$ cat src/rtl/iter_shifter_if.sv
// rtl/iter_shifter_if.sv - request/response bundle for the iterative shift unit
//
// Signals:
//   start  : operation request, sampled only while the unit is idle
//   op     : 00 SLL, 01 SRL, 10 SRA, 11 ROTL
//   a      : operand
//   shamt  : shift amount, 0..WIDTH-1
//   clear  : synchronous abort of an in-flight operation
//   result : registered result, held until the next completion
//   busy   : operation in flight
//   done   : one-cycle pulse when result updates
// Modports: master (requester side), slave (shift unit side).

interface iter_shifter_if #(
    parameter int WIDTH   = 32,
    parameter int SHAMT_W = $clog2(WIDTH)
);
    logic               start;
    logic [1:0]         op;
    logic [WIDTH-1:0]   a;
    logic [SHAMT_W-1:0] shamt;
    logic               clear;
    logic [WIDTH-1:0]   result;
    logic               busy;
    logic               done;

    modport master (
        output start, op, a, shamt, clear,
        input  result, busy, done
    );

    modport slave (
        input  start, op, a, shamt, clear,
        output result, busy, done
    );
endinterface

$ cat src/rtl/iter_shifter.sv
// rtl/iter_shifter.sv - multi-cycle SLL/SRL/SRA/ROTL unit shifting at most STEP bits per clock
//
// Ports:
//   clk   : system clock, rising edge
//   reset : synchronous active-low reset
//   bus   : iter_shifter_if.slave (start/op/a/shamt/clear in, result/busy/done out)

module iter_shifter #(
    parameter int WIDTH   = 32,
    parameter int SHAMT_W = $clog2(WIDTH),
    parameter int STEP    = 4
) (
    input  logic           clk,
    input  logic           reset,
    iter_shifter_if.slave  bus
);
    typedef enum logic {S_IDLE, S_BUSY} state_t;
    typedef enum logic [1:0] {OP_SLL, OP_SRL, OP_SRA, OP_ROTL} op_t;

    // One extra bit so STEP == WIDTH and WIDTH itself are representable.
    localparam logic [SHAMT_W:0] STEP_W  = (SHAMT_W + 1)'(STEP);
    localparam logic [SHAMT_W:0] WIDTH_W = (SHAMT_W + 1)'(WIDTH);

    state_t             state_q, state_d;
    op_t                op_q, op_d;
    logic [WIDTH-1:0]   data_q, data_d;
    logic [SHAMT_W-1:0] rem_q, rem_d;
    logic [WIDTH-1:0]   result_q, result_d;
    logic               done_q, done_d;

    logic [SHAMT_W-1:0] k;
    logic [SHAMT_W:0]   rk;
    logic [WIDTH-1:0]   shifted;

    // Step amount k = min(rem, STEP). When STEP == WIDTH the truncated
    // STEP_W slice is 0 but is never selected, because rem < WIDTH always.
    always_comb begin
        k       = ({1'b0, rem_q} < STEP_W) ? rem_q : STEP_W[SHAMT_W-1:0];
        rk      = WIDTH_W - {1'b0, k};
        shifted = data_q;
        case (op_q)
            OP_SLL:  shifted = data_q << k;
            OP_SRL:  shifted = data_q >> k;
            // Sign bit is never disturbed by an arithmetic step, so the
            // fill stays equal to the original operand MSB across steps.
            OP_SRA:  shifted = WIDTH'($signed(data_q) >>> k);
            // k == 0 makes data_q >> WIDTH, which is 0, so ROTL by 0 is identity.
            OP_ROTL: shifted = (data_q << k) | (data_q >> rk);
            default: shifted = data_q;
        endcase
    end

    always_comb begin
        state_d  = state_q;
        op_d     = op_q;
        data_d   = data_q;
        rem_d    = rem_q;
        result_d = result_q;
        done_d   = 1'b0;
        case (state_q)
            S_IDLE: begin
                if (bus.start && !bus.clear) begin
                    data_d  = bus.a;
                    rem_d   = bus.shamt;
                    op_d    = op_t'(bus.op);
                    state_d = S_BUSY;
                end
            end
            S_BUSY: begin
                // Abort wins over a completion falling on the same edge.
                if (bus.clear) begin
                    state_d = S_IDLE;
                end else if (rem_q != '0) begin
                    data_d = shifted;
                    rem_d  = rem_q - k;
                end else begin
                    result_d = data_q;
                    done_d   = 1'b1;
                    state_d  = S_IDLE;
                end
            end
            default: state_d = S_IDLE;
        endcase
    end

    always_ff @(posedge clk) begin
        if (!reset) begin
            state_q  <= S_IDLE;
            op_q     <= OP_SLL;
            data_q   <= '0;
            rem_q    <= '0;
            result_q <= '0;
            done_q   <= 1'b0;
        end else begin
            state_q  <= state_d;
            op_q     <= op_d;
            data_q   <= data_d;
            rem_q    <= rem_d;
            result_q <= result_d;
            done_q   <= done_d;
        end
    end

    assign bus.result = result_q;
    assign bus.busy   = (state_q == S_BUSY);
    assign bus.done   = done_q;
endmodule

$ cat src/flat_wrapper.sv
// flat-port wrapper written by rule: the top's interface ports become plain ports
module iter_shifter_flat 
#(
    parameter int WIDTH   = 32,
    parameter int SHAMT_W = $clog2(WIDTH),
    parameter int STEP    = 4
)
  (clk, reset, bus_start, bus_op, bus_a, bus_shamt, bus_clear, bus_result, bus_busy, bus_done);
  iter_shifter_if #(.WIDTH(WIDTH), .SHAMT_W(SHAMT_W)) bus_i ();
  input  logic clk;
  input  logic reset;
  input wire logic [$bits(bus_i.start)-1:0] bus_start;
  input wire logic [$bits(bus_i.op)-1:0] bus_op;
  input wire logic [$bits(bus_i.a)-1:0] bus_a;
  input wire logic [$bits(bus_i.shamt)-1:0] bus_shamt;
  input wire logic [$bits(bus_i.clear)-1:0] bus_clear;
  output wire logic [$bits(bus_i.result)-1:0] bus_result;
  output wire logic [$bits(bus_i.busy)-1:0] bus_busy;
  output wire logic [$bits(bus_i.done)-1:0] bus_done;
  assign bus_i.start = bus_start;
  assign bus_i.op = bus_op;
  assign bus_i.a = bus_a;
  assign bus_i.shamt = bus_shamt;
  assign bus_i.clear = bus_clear;
  assign bus_result = bus_i.result;
  assign bus_busy = bus_i.busy;
  assign bus_done = bus_i.done;
  iter_shifter #(.WIDTH(WIDTH), .SHAMT_W(SHAMT_W), .STEP(STEP)) u_core (.clk(clk), .reset(reset), .bus(bus_i));
endmodule
$ cat config.mk
export PLATFORM = sky130hd
export DESIGN_NAME = iter_shifter_flat
export DESIGN_NICKNAME = d
export VERILOG_FILES = /design/src/rtl/iter_shifter_if.sv /design/src/rtl/iter_shifter.sv /design/src/flat_wrapper.sv
export SDC_FILE = /design/constraint.sdc
export NUM_CORES = 1
export LEC_CHECK = 0
export CAP_MARGIN = 10
export CORE_MARGIN = 1
export CORE_UTILIZATION = 50
export CTS_BUF_LIST = sky130_fd_sc_hd__clkbuf_2 sky130_fd_sc_hd__clkbuf_4 sky130_fd_sc_hd__clkbuf_8
export CTS_CLUSTER_SIZE = 10
export DETAILED_ROUTE_END_ITERATION = 8
export PLACE_DENSITY = 0.7
export SLEW_MARGIN = 25
export SYNTH_ARGS = -nofsm -noshare
export SYNTH_HDL_FRONTEND = slang
export SYNTH_SLANG_ARGS = --single-unit
$ cat constraint.sdc
create_clock -name clk -period 5 [get_ports clk]
set_clock_uncertainty 0.05 [all_clocks]
set_input_delay 1 -clock clk [delete_from_list [all_inputs] [get_ports clk]]
set_output_delay 1 -clock clk [all_outputs]
set_load 0.05 [all_outputs]
==> results of run 1 <==
[cell usage in the layout, fill, tap and decap left out, drive strengths merged, types with 12 or more instances in the layout]
cell,n
clkbuf,12
a21oi,80
nor3,12
mux4,20
clkdlybuf4s50,76
nand3,20
o21ai,61
mux2,12
dfxtp,73
a221oi,17
nor2,59
buf,17
a31oi,19
mux2i,60
nand2,168
[layer usage]
layer / global-route usage [%] / up-vias
met5: 0 / -
met2: 54.3 / 543
met4: 19.0 / 0
met1: 49.7 / 3244
met3: 6.80 / 82
li1: - / 3086
[report_power, final]
part | switching, mW | internal (mW)
clock | 0.240 | 0.259
sequential | 0.0725 | 0.605
combinational | 0.378 | 0.232
[synth_stat cells, types with 4 or more instances]
library cell  instances
o311ai_0              4
a221oi_1             16
a211o_1               4
mux2_2               10
mux2i_1              60
inv_1                 5
buf_2                22
inv_2                 4
o211a_1               4
dfxtp_1              73
o221ai_1              5
a211oi_1              9
nand3_1              20
a31oi_1              18
a22oi_1               4
o22ai_1               9
a21boi_0              4
clkbuf_1             64
a32oi_1               6
mux4_2               20
o32ai_1               5
o211ai_1              5
nor2_1               58
o21ai_0              59
a21o_1                8
a22o_1                6
nor3_1               10
a21oi_1              80
o31ai_1               9
nand2_1             168
[state kept, by name, indices dropped and copies added (netlist names)]
signal / flops
u_core.data_q: 32
u_core.op_q: 2
u_core.bus.done: 1
u_core.bus.result: 32
u_core.bus.busy: 1
u_core.rem_q: 5
[worst max-delay path: cells and delay by family]
kind	cells	cell delay [ns]
AO/OA/AOI/OAI	4	0.89
buffers and inverters	3	1.47
AND/OR/NAND/NOR	2	0.58
[cell type report]
class                      instances  area share [%]
multi-input combinational        658            60.8
sequential                        73            20.5
timing repair buffer              93            12.4
tap                              168            2.94
clock buffer                      12            2.22
inverter                          12           0.630
clock inverter                     3           0.560
[worst max-delay path by stage]
| stage | cells after the start | slack, ns | from | endpoint |
|---|---|---|---|---|
| floorplan | 11 | 2.11 | u_core.rem_q[4]$_SDFFE_PN0P_ | u_core.data_q[2]$_SDFFE_PN0P_ |
| global placement | 9 | 1.29 | bus_clear | u_core.data_q[19]$_SDFFE_PN0P_ |
| detailed placement | 9 | 1.09 | bus_clear | u_core.data_q[19]$_SDFFE_PN0P_ |
| CTS | 9 | 1.51 | bus_clear | u_core.data_q[19]$_SDFFE_PN0P_ |
| global route | 9 | 1.26 | bus_clear | u_core.data_q[19]$_SDFFE_PN0P_ |
| finish | 9 | 1.32 | bus_clear | u_core.data_q[19]$_SDFFE_PN0P_ |
[kinds of logic (layout without fill, tap and decap cells)]
family | after synthesis | in the layout | share of synthesized area [%]
and+or+nand+nor | 284 | 284 | 19.6
AOI/OAI and AO/OA | 276 | 276 | 28.7
buffers and inverters | 110 | 120 | 7.90
muxes | 92 | 92 | 19.1
DFF | 73 | 73 | 23.4
xor gates and xnor gates | 3 | 3 | 0.722
adders and majority gates | 2 | 2 | 0.401
other | 1 | 1 | 0.0601
[per-stage QoR]
| step | area, um^2 | std cells | util, % | worst slack [ns] | hold WS (ns) |
|---|---|---|---|---|---|
| final | 7150 | 1019 | 59.0 | 1.32 | 0.405 |
| after detailed placement | 6950 | 1004 | 57.4 | 1.09 | 0.397 |
| after global routing | 7150 | 1019 | 59.0 | 1.26 | 0.420 |
| after floorplan | 6240 | 841 | - | 2.11 | 0.436 |
| after global placement | 6950 | 1004 | 57.4 | 1.29 | 0.391 |
| after CTS | 7150 | 1019 | 59.0 | 1.51 | 0.407 |
==> flow_summary_export.csv, run 1 <==
group,metric,value,unit
synth,syn_nets,886,
sta,rsz0062_at_grt,"no",
drt,wl_met1,9260,um
synth,syn_avg_cell_area,7.42,um^2
place,port_buffers,76,
final_layout,multi_input_area,4340,um^2
sta,drv_slew,0,
worst_setup_path,crit_required,5.27,ns
die,ios,77,
die,die_y,114,um
sta,relSlewSlack,43.0,%
synth,yosysUniqueCellTypes,76,
drt,antenna_left,0,
worst_setup_path,r2r_end,"u_core.data_q[19]$_SDFFE_PN0P_",
drt,met3_length,2930,um
clocking,cts_setup_buffers,0,
die,num_rows,40,
synth,async_flop_share,0,%
die,die-area,12900,um^2
synth,synth.area.top_cells,"dfxtp_1 23%, nand2_1 10%, mux2i_1 9.6%",
power_and_ir_drop,p_leak,2.50,nW
clocking,clock_sinks,73,
worst_hold_path,holdPathEnd,"u_core.bus.result[1]$_SDFFE_PN0P_",
clocking,clock-root-buffer,"clkbuf_8",
final_layout,layout-drive-gt1-share,9.87,%
grt,gr-total-overflow,0,
worst_setup_path,regToRegSetupSlack,1.55,ns
synth,ys.flop_type,"dfxtp_1",
sta,min_period,3.68,ns
clocking,ctsLongestPathBuffers,2,
worst_setup_path,crit_fanout,22,
sta,setup_viol,0,
clocking,cts_resized,0,
final_layout,final_nets,892,
outcome,outcome,"finished, final reports clean",
drt,drc,0,
sta,timing.fmax,272,MHz
sta,worst_pin_slew,0.854,ns
power_and_ir_drop,power.total,1.79,mW
synth,synth.yosys.seq_area_share,23.4,%
synth,synth_cells,841,
worst_setup_path,reg2reg_from,"u_core.rem_q[1]$_SDFFE_PN0P_",
drt,drt_iter0_markers,865,
final_layout,area_delta_synth_final,14.6,%
die,fp.coreArea,12100,um^2
drt,viasPerCell,6.83,
drt,wirelength,23400,um
worst_setup_path,cpMaxStageDelayCell,"inv_1",
synth,syn_area,6240,um^2
worst_hold_path,min_path_cells,2,
final_layout,regArea,1460,um^2
synth,ys_ff_latch,73,
worst_setup_path,crit_type,"in -> reg",
clocking,cts_max_level,3,
drt,first_pass_iters,7,
grt,grtUsageTotal,36.3,%
clocking,clk_pin_slew,0.08,ns
grt,grt_pass1_vias,6290,
die,die_w,114,um
final_layout,fill_cells,1151,
clocking,clk_latency,0.38,ns
worst_setup_path,end_kind,"flip-flop",
place,routabilityCongestion,0.967,
grt,antenna_found_initial,0,
drt,wl_met2,10200,um
worst_setup_path,r2r_cells,9,
job,drv_cap,0,
sta,period_share,73.6,%
sta,hold_viol,0,
drt,vias,6955,
grt,grt_pass1_wl,35900,um
drt,top_layer_used,"met4",
drt,routedWlPerCell,22.9,um
synth,synth_edf_count,0,
synth,synth_area_leader_cell,"dfxtp_1",
worst_hold_path,hp-start,"u_core.bus.result[1]$_SDFFE_PN0P_",
die,start_util,51.5,%
worst_setup_path,max_stage_delay,0.78,ns
sta,tns,0,ns
synth,ys_warn_count,0,
worst_setup_path,critical_path_arrival,3.95,ns
clocking,cts-buffers-inserted,9,
power_and_ir_drop,peakVddDrop,0.000119,V
clocking,cts_hold_buf,0,
synth,yosysTopAreaCellShare,23.4,%
power_and_ir_drop,power_density,250,nW/um^2
place,dpl.hpwl,15000,um
worst_setup_path,crit_path_cell_trace,"clkdlybuf4s50_1 -> o21bai_1 -> a31oi_2 -> buf_4 -> nand2_1 -> inv_1 -> o21ai_0 -> nor3_1 -> a211o_1",
clocking,cts_tree,"built",
worst_setup_path,cp-start-kind,"input port",
grt,grt_max_degree,50,
worst_hold_path,hold_path.class,"reg -> reg",
final_layout,antenna_cells,0,
Note: power is estimated with default switching activity, not from simulation.
==> run 2, diff against run 1 <==
- clock period: 5 -> 3.4 ns (I/O delays scaled with it)
==> run 2 against run 1 <==
Against the previous run: final cell count grew 1.6%; global-route usage up 2.9 points; worst setup slack got worse by 0.84 ns; critical path depth stayed put; sequential cell count unchanged; register-to-register slack got worse by 1.1 ns; non-clock buffer count increased by 18; via count up 0.86%; total power grew 46%; sequential share of layout area shrank 0.31 points; critical path type is now reg -> reg; highest routed layer unchanged.
==> flow_summary_export.csv, run 2 (same netlist as run 1, synthesis figures left out) <==
group,metric,value,unit
die,ios,77,
worst_setup_path,crit_end,"u_core.data_q[7]$_SDFFE_PN0P_",
worst_setup_path,regToRegSetupSlack,0.48,ns
power_and_ir_drop,p_sw_share,39.6,%
final_layout,fin_area,7260,um^2
clocking,clk_pin_slew,0.08,ns
final_layout,layout-drive-gt1-share,11.4,%
sta,min_period,2.92,ns
worst_setup_path,setup.worst_path.start,"u_core.rem_q[4]$_SDFFE_PN0P_",
place,dpl.hpwl,16300,um
sta,timing.fmax,343,MHz
grt,gr-total-overflow,0,
die,fp.coreArea,12100,um^2
power_and_ir_drop,seqPwrFrac,38.5,%
sta,drv_slew,0,
place,post_dp_cell_area,7080,um^2
power_and_ir_drop,peakVddDrop,0.000233,V
clocking,cts_hold_buf,0,
clocking,cts_tree,"built",
worst_setup_path,r2r_cells,9,
grt,grt_pass1_wl,38200,um
final_layout,area_delta_synth_final,16.3,%
grt,grtUsageTotal,39.2,%
sta,tns,0,ns
worst_setup_path,crit_fanout,11,
grt,grt_pass1_vias,6519,
worst_setup_path,end_kind,"flip-flop",
worst_setup_path,r2r_end,"u_core.data_q[7]$_SDFFE_PN0P_",
power_and_ir_drop,clock_power_share,25.9,%
final_layout,layout_commonest_cell,"nand2_1",
drt,viasPerCell,6.78,
clocking,clock_sinks,73,
worst_setup_path,crit_type,"reg -> reg",
die,num_rows,40,
worst_setup_path,crit_required,3.68,ns
worst_setup_path,path_depth,9,
final_layout,final_cell_mix,"168 x nand2_1, 80 x a21oi_1, 76 x clkdlybuf4s50_1",
die,die_y,114,um
drt,routedWlPerCell,24.1,um
worst_hold_path,hold_path.class,"reg -> reg",
drt,vias,7015,
worst_setup_path,reg2reg_from,"u_core.rem_q[4]$_SDFFE_PN0P_",
clocking,clk_latency,0.38,ns
power_and_ir_drop,p_leak,2.58,nW
power_and_ir_drop,power_density,359,nW/um^2
worst_setup_path,worst-path-buf-inv,1,
worst_setup_path,max_stage_delay,0.64,ns
drt,first_pass_iters,6,
drt,wl_met2,10900,um
die,die_w,114,um
worst_setup_path,cpMaxStageDelayCell,"dfxtp_1",
final_layout,antenna_cells,0,
clocking,ctsLongestPathBuffers,2,
worst_setup_path,critPathTopFamily,"simple AND/OR/NAND/NOR gates",
die,die-area,12900,um^2
clocking,cts_max_level,3,
sta,setup_viol,0,
drt,drt_iter0_markers,946,
worst_setup_path,cp-start-kind,"flip-flop",
place,routabilityCongestion,0.985,
clocking,cts_resized,0,
die,start_util,51.5,%
grt,antenna_found_initial,0,
sta,worst_pin_slew,0.845,ns
sta,hold_viol,0,
job,drv_cap,0,
power_and_ir_drop,p_int,1.57,mW
grt,grt_max_degree,48,
drt,antenna_left,0,
final_layout,final_nets,910,
sta,period_share,85.8,%
final_layout,fill_cells,1145,
sta,setup_slack,0.482,ns
sta,rsz0062_at_grt,"no",
power_and_ir_drop,switchingPower,1.03,mW
drt,top_layer_used,"met4",
drt,met3_length,2810,um
place,dp_slack,0.552,ns
clocking,cts_setup_buffers,0,
worst_setup_path,critical_path_arrival,3.20,ns
sta,relSlewSlack,43.5,%
worst_setup_path,crit_path_cell_trace,"nor4b_4 -> inv_2 -> ha_1 -> o21ai_0 -> nor2_2 -> nand2_1 -> or3_1 -> nand3_1 -> o311a_1",
power_and_ir_drop,comb_power_share,35.6,%
drt,drc,0,
clocking,clock-root-buffer,"clkbuf_8",
clocking,cts-buffers-inserted,9,
drt,wirelength,25000,um
drt,wl_met1,10200,um
outcome,outcome,"finished, final reports clean",
place,port_buffers,76,
-- run 2: worst min-delay path, stage by stage (launching register included) --
cell and delay (ns):
dfxtp_1 0.31, nand2_1 0.05, a21oi_1 0.05
-- run 2: per-stage QoR --
| stage | cells | power, mW | hold WS (ns) | util, % |
|---|---|---|---|---|
| final | 1035 | 2.61 | 0.405 | 59.9 |
| after global routing | 1035 | 2.70 | 0.425 | 59.9 |
| after CTS | 1035 | 2.57 | 0.407 | 59.9 |
| after detailed placement | 1022 | 1.91 | 0.396 | 58.5 |
| after global placement | 1022 | 1.91 | 0.390 | 58.5 |
| after floorplan | 841 | 1.61 | 0.436 | - |
-- run 2: power groups by stage --
| stage | clock (mW) | sequential (mW) | combinational [mW] |
|---|---|---|---|
| finish | 0.675 | 1.00 | 0.928 |
| global route | 0.712 | 1.01 | 0.981 |
| CTS | 0.672 | 0.995 | 0.899 |
| detailed placement | 0 | 1.02 | 0.894 |
| global placement | 0 | 1.02 | 0.891 |
| floorplan | 0 | 0.939 | 0.667 |
-- run 2: metal layers --
layer	global-route usage (%)	vias up
met5	0	-
met4	21.0	0
met3	8.18	84
met2	58.7	520
met1	52.9	3294
li1	-	3117
-- run 2: layout make-up --
class | instances | area, um^2 | share of cell area, %
clock buffers | 13 | 173 | 2.38
inverters | 12 | 45.0 | 0.621
multi-input cells | 658 | 4320 | 59.5
flip-flops and latches | 73 | 1460 | 20.2
well taps | 168 | 210 | 2.90
repair buffers | 111 | 1050 | 14.4
-- run 2: worst min path at each step --
stage	end	startpoint	slack, ns	cells after the start
after global routing	u_core.bus.result[6]$_SDFFE_PN0P_	u_core.bus.result[6]$_SDFFE_PN0P_	0.43	2
after global placement	u_core.bus.result[25]$_SDFFE_PN0P_	u_core.bus.result[25]$_SDFFE_PN0P_	0.39	2
final	u_core.bus.result[1]$_SDFFE_PN0P_	u_core.bus.result[1]$_SDFFE_PN0P_	0.41	2
after CTS	u_core.bus.result[18]$_SDFFE_PN0P_	u_core.bus.result[18]$_SDFFE_PN0P_	0.41	2
after detailed placement	u_core.bus.result[6]$_SDFFE_PN0P_	u_core.bus.result[6]$_SDFFE_PN0P_	0.40	2
after floorplan	u_core.bus.result[3]$_SDFFE_PN0P_	u_core.data_q[3]$_SDFFE_PN0P_	0.44	2
==> run 3, diff against run 2 <==
- ABC_AREA: not set -> 1
- PLACE_DENSITY: 0.7 -> 0.71
- SLEW_MARGIN: 25 -> not set
==> run 3 against run 2 <==
Against the previous run: fmax grew 6.7%; sequential cell count is the same; synthesized cell count grew 17%; register-to-register slack gained 0.18 ns; critical path depth shrank 2; clock power grew 12%; sequential share of layout area grew 1.7 points; routed wire length shrank 16%; cell area shrank 7.8%; first-iteration DRC count grew 11%; critical path type unchanged; critical endpoint is now u_core.rem_q[0]$_SDFFE_PN0P_.
==> flow_summary_export.csv, run 3 <==
group,metric,value,unit
outcome,outcome,"finished, final reports clean",
die,die_w,109,um
place,dpl.hpwl,15500,um
drt,antenna_left,0,
die,fp.coreArea,11000,um^2
clocking,clock_sinks,73,
clocking,ctsLongestPathBuffers,2,
place,port_buffers,76,
grt,antenna_found_initial,0,
clocking,cts_tree,"built",
place,dp.cells,1160,
sta,period_share,80.4,%
worst_hold_path,hold_path.class,"reg -> reg",
clocking,clk_latency,0.39,ns
grt,grt_max_degree,52,
worst_setup_path,max_stage_delay,0.66,ns
grt,grt_pass1_vias,6201,
drt,drt_iter0_markers,1050,
power_and_ir_drop,peakVddDrop,0.000336,V
worst_setup_path,cp-start-kind,"flip-flop",
synth,synth_cells,984,
drt,wirelength,21100,um
sta,relSlewSlack,50.5,%
power_and_ir_drop,p_int,1.59,mW
sta,drv_slew,0,
power_and_ir_drop,clock_power_share,27.3,%
drt,drc,0,
sta,tns,0,ns
worst_hold_path,holdPathEnd,"u_core.data_q[8]$_SDFFE_PN0P_",
synth,synth.yosys.seq_area_share,25.7,%
synth,ys.flop_type,"dfxtp_1",
synth,synth_area_leader_cell,"dfxtp_1",
die,num_rows,38,
power_and_ir_drop,comb_power_share,38.5,%
synth,async_flop_share,0,%
worst_setup_path,setup.worst_path.start,"u_core.bus.busy$_SDFF_PN0_",
clocking,cts_resized,0,
sta,setup_viol,0,
synth,ys_ff_latch,73,
final_layout,layout_commonest_cell,"nand2_1",
worst_setup_path,crit_path_cell_trace,"inv_2 -> nor2_1 -> nand2_1 -> nand2_1 -> clkinv_1 -> a21oi_1 -> o31ai_1",
clocking,cts_max_level,3,
clocking,clock-root-buffer,"clkbuf_8",
clocking,cts-buffers-inserted,9,
synth,synth.most_common_cell,"nand2_1",
sta,hold_viol,0,
power_and_ir_drop,p_sw_share,42.7,%
clocking,cts_hold_buf,0,
worst_hold_path,min_path_cells,2,
job,drv_cap,0,
grt,grt_pass1_wl,33200,um
clocking,clk_pin_slew,0.09,ns
final_layout,area_delta_synth_final,17.7,%
worst_hold_path,hp-start,"u_core.data_q[8]$_SDFFE_PN0P_",
grt,grtUsageTotal,37.2,%
final_layout,finalNonFillerCells,1176,
worst_setup_path,crit_required,3.61,ns
final_layout,antenna_cells,0,
sta,min_period,2.73,ns
synth,yosysUniqueCellTypes,45,
power_and_ir_drop,power_density,415,nW/um^2
worst_setup_path,cpMaxStageDelayCell,"dfxtp_2",
place,routabilityCongestion,0.985,
place,post_dp_cell_area,6480,um^2
power_and_ir_drop,p_leak,2.90,nW
synth,ys_warn_count,0,
worst_setup_path,critical_path_arrival,2.95,ns
drt,viasPerCell,5.94,
worst_setup_path,worst_path_most_repeated_cell,"nand2_1",
final_layout,fin_area,6690,um^2
final_layout,layout-drive-gt1-share,6.37,%
sta,setup_slack,0.665,ns
synth,syn_nets,1029,
drt,routedWlPerCell,17.9,um
worst_setup_path,regToRegSetupSlack,0.67,ns
sta,worst_pin_slew,0.735,ns
grt,gr-total-overflow,0,
drt,vias,6991,
worst_setup_path,reg2reg_from,"u_core.bus.busy$_SDFF_PN0_",
die,die_y,109,um
synth,synth.area.top_cells,"dfxtp_1 26%, nand2_1 20%, o21ai_0 7.7%",
final_layout,final_nets,1076,
synth,yosysTopAreaCellShare,25.7,%
power_and_ir_drop,switchingPower,1.19,mW
sta,rsz0062_at_grt,"no",
sta,whs,0.404,ns
synth,synth_edf_count,0,
final_layout,final_cell_mix,"307 x nand2_1, 90 x nor2_1, 88 x o21ai_0",
clocking,cts_setup_buffers,0,
power_and_ir_drop,seqPwrFrac,34.2,%
drt,first_pass_iters,6,
worst_setup_path,r2r_cells,7,
synth,syn_avg_cell_area,5.78,um^2
worst_setup_path,crit_fanout,27,
worst_setup_path,end_kind,"flip-flop",
place,dp_slack,0.686,ns
die,start_util,51.8,%
synth,syn_area,5690,um^2
worst_setup_path,crit_type,"reg -> reg",
die,die-area,11800,um^2
worst_setup_path,r2r_end,"u_core.rem_q[0]$_SDFFE_PN0P_",
synth,synth_commonest_cells,"307 x nand2_1, 90 x nor2_1, 88 x o21ai_0",
die,ios,77,
sta,timing.fmax,366,MHz
[run 3: worst max-delay path by stage]
stage	end	slack [ns]	cells past startpoint
floorplan	u_core.data_q[0]$_SDFFE_PN0P_	0.76	18
global route	u_core.data_q[17]$_SDFFE_PN0P_	0.54	17
finish	u_core.rem_q[0]$_SDFFE_PN0P_	0.67	7
CTS	bus_busy	0.74	1
global placement	u_core.rem_q[0]$_SDFFE_PN0P_	0.74	7
detailed placement	u_core.rem_q[0]$_SDFFE_PN0P_	0.69	7
[run 3: kinds of logic (layout without fill, tap and decap cells)]
group,count (synthesis),after routing,share of synthesized area [%]
AOI/OAI and AO/OA,268,268,26.5
and+or+nand+nor,496,496,36.7
adders and majority gates,2,2,0.440
DFF,73,73,25.7
buffers and inverters,144,196,10.6
other,1,1,0.0659
[run 3: routing by layer]
| metal | global-route usage [%] | share of wire (%) | vias up |
|---|---|---|---|
| li1 | - | - | 3364 |
| met1 | 54.3 | 45 | 3152 |
| met2 | 52.3 | 40 | 426 |
| met3 | 8.55 | 12 | 49 |
| met4 | 14.2 | 2.8 | 0 |
| met5 | 0 | 0 | - |
[run 3: power by group through the flow]
stage	registers [mW]	clock network, mW	logic [mW]
2_1_floorplan	1.00	0	0.702
3_3_place_gp	0.969	0	1.04
3_5_place_dp	0.968	0	1.03
4_1_cts	0.949	0.771	1.04
5_1_grt	0.957	0.804	1.17
6_report	0.952	0.757	1.07
[run 3: critical path, delay by kind of cell (launching register included)]
kind | cells | cell delay [ns]
AO/OA/AOI/OAI | 2 | 0.44
buffers and inverters | 2 | 0.77
flip-flops | 1 | 0.66
AND/OR/NAND/NOR | 3 | 0.68
[run 3: area by class of cell]
| class | count | area [um^2] |
|---|---|---|
| sequential | 73 | 1460 |
| multi-input combinational | 767 | 3620 |
| clock inverter | 7 | 83.8 |
| tap | 140 | 175 |
| fill | 1103 | 4290 |
| clock buffer | 9 | 124 |
| timing repair buffer | 93 | 901 |
| inverter | 87 | 327 |
[run 3: metrics by stage]
step | util [%] | power, mW
2_1_floorplan | - | 1.71
3_3_place_gp | 59.0 | 2.01
3_5_place_dp | 59.0 | 2.00
4_1_cts | 60.9 | 2.76
5_1_grt | 60.9 | 2.93
6_report | 60.9 | 2.78
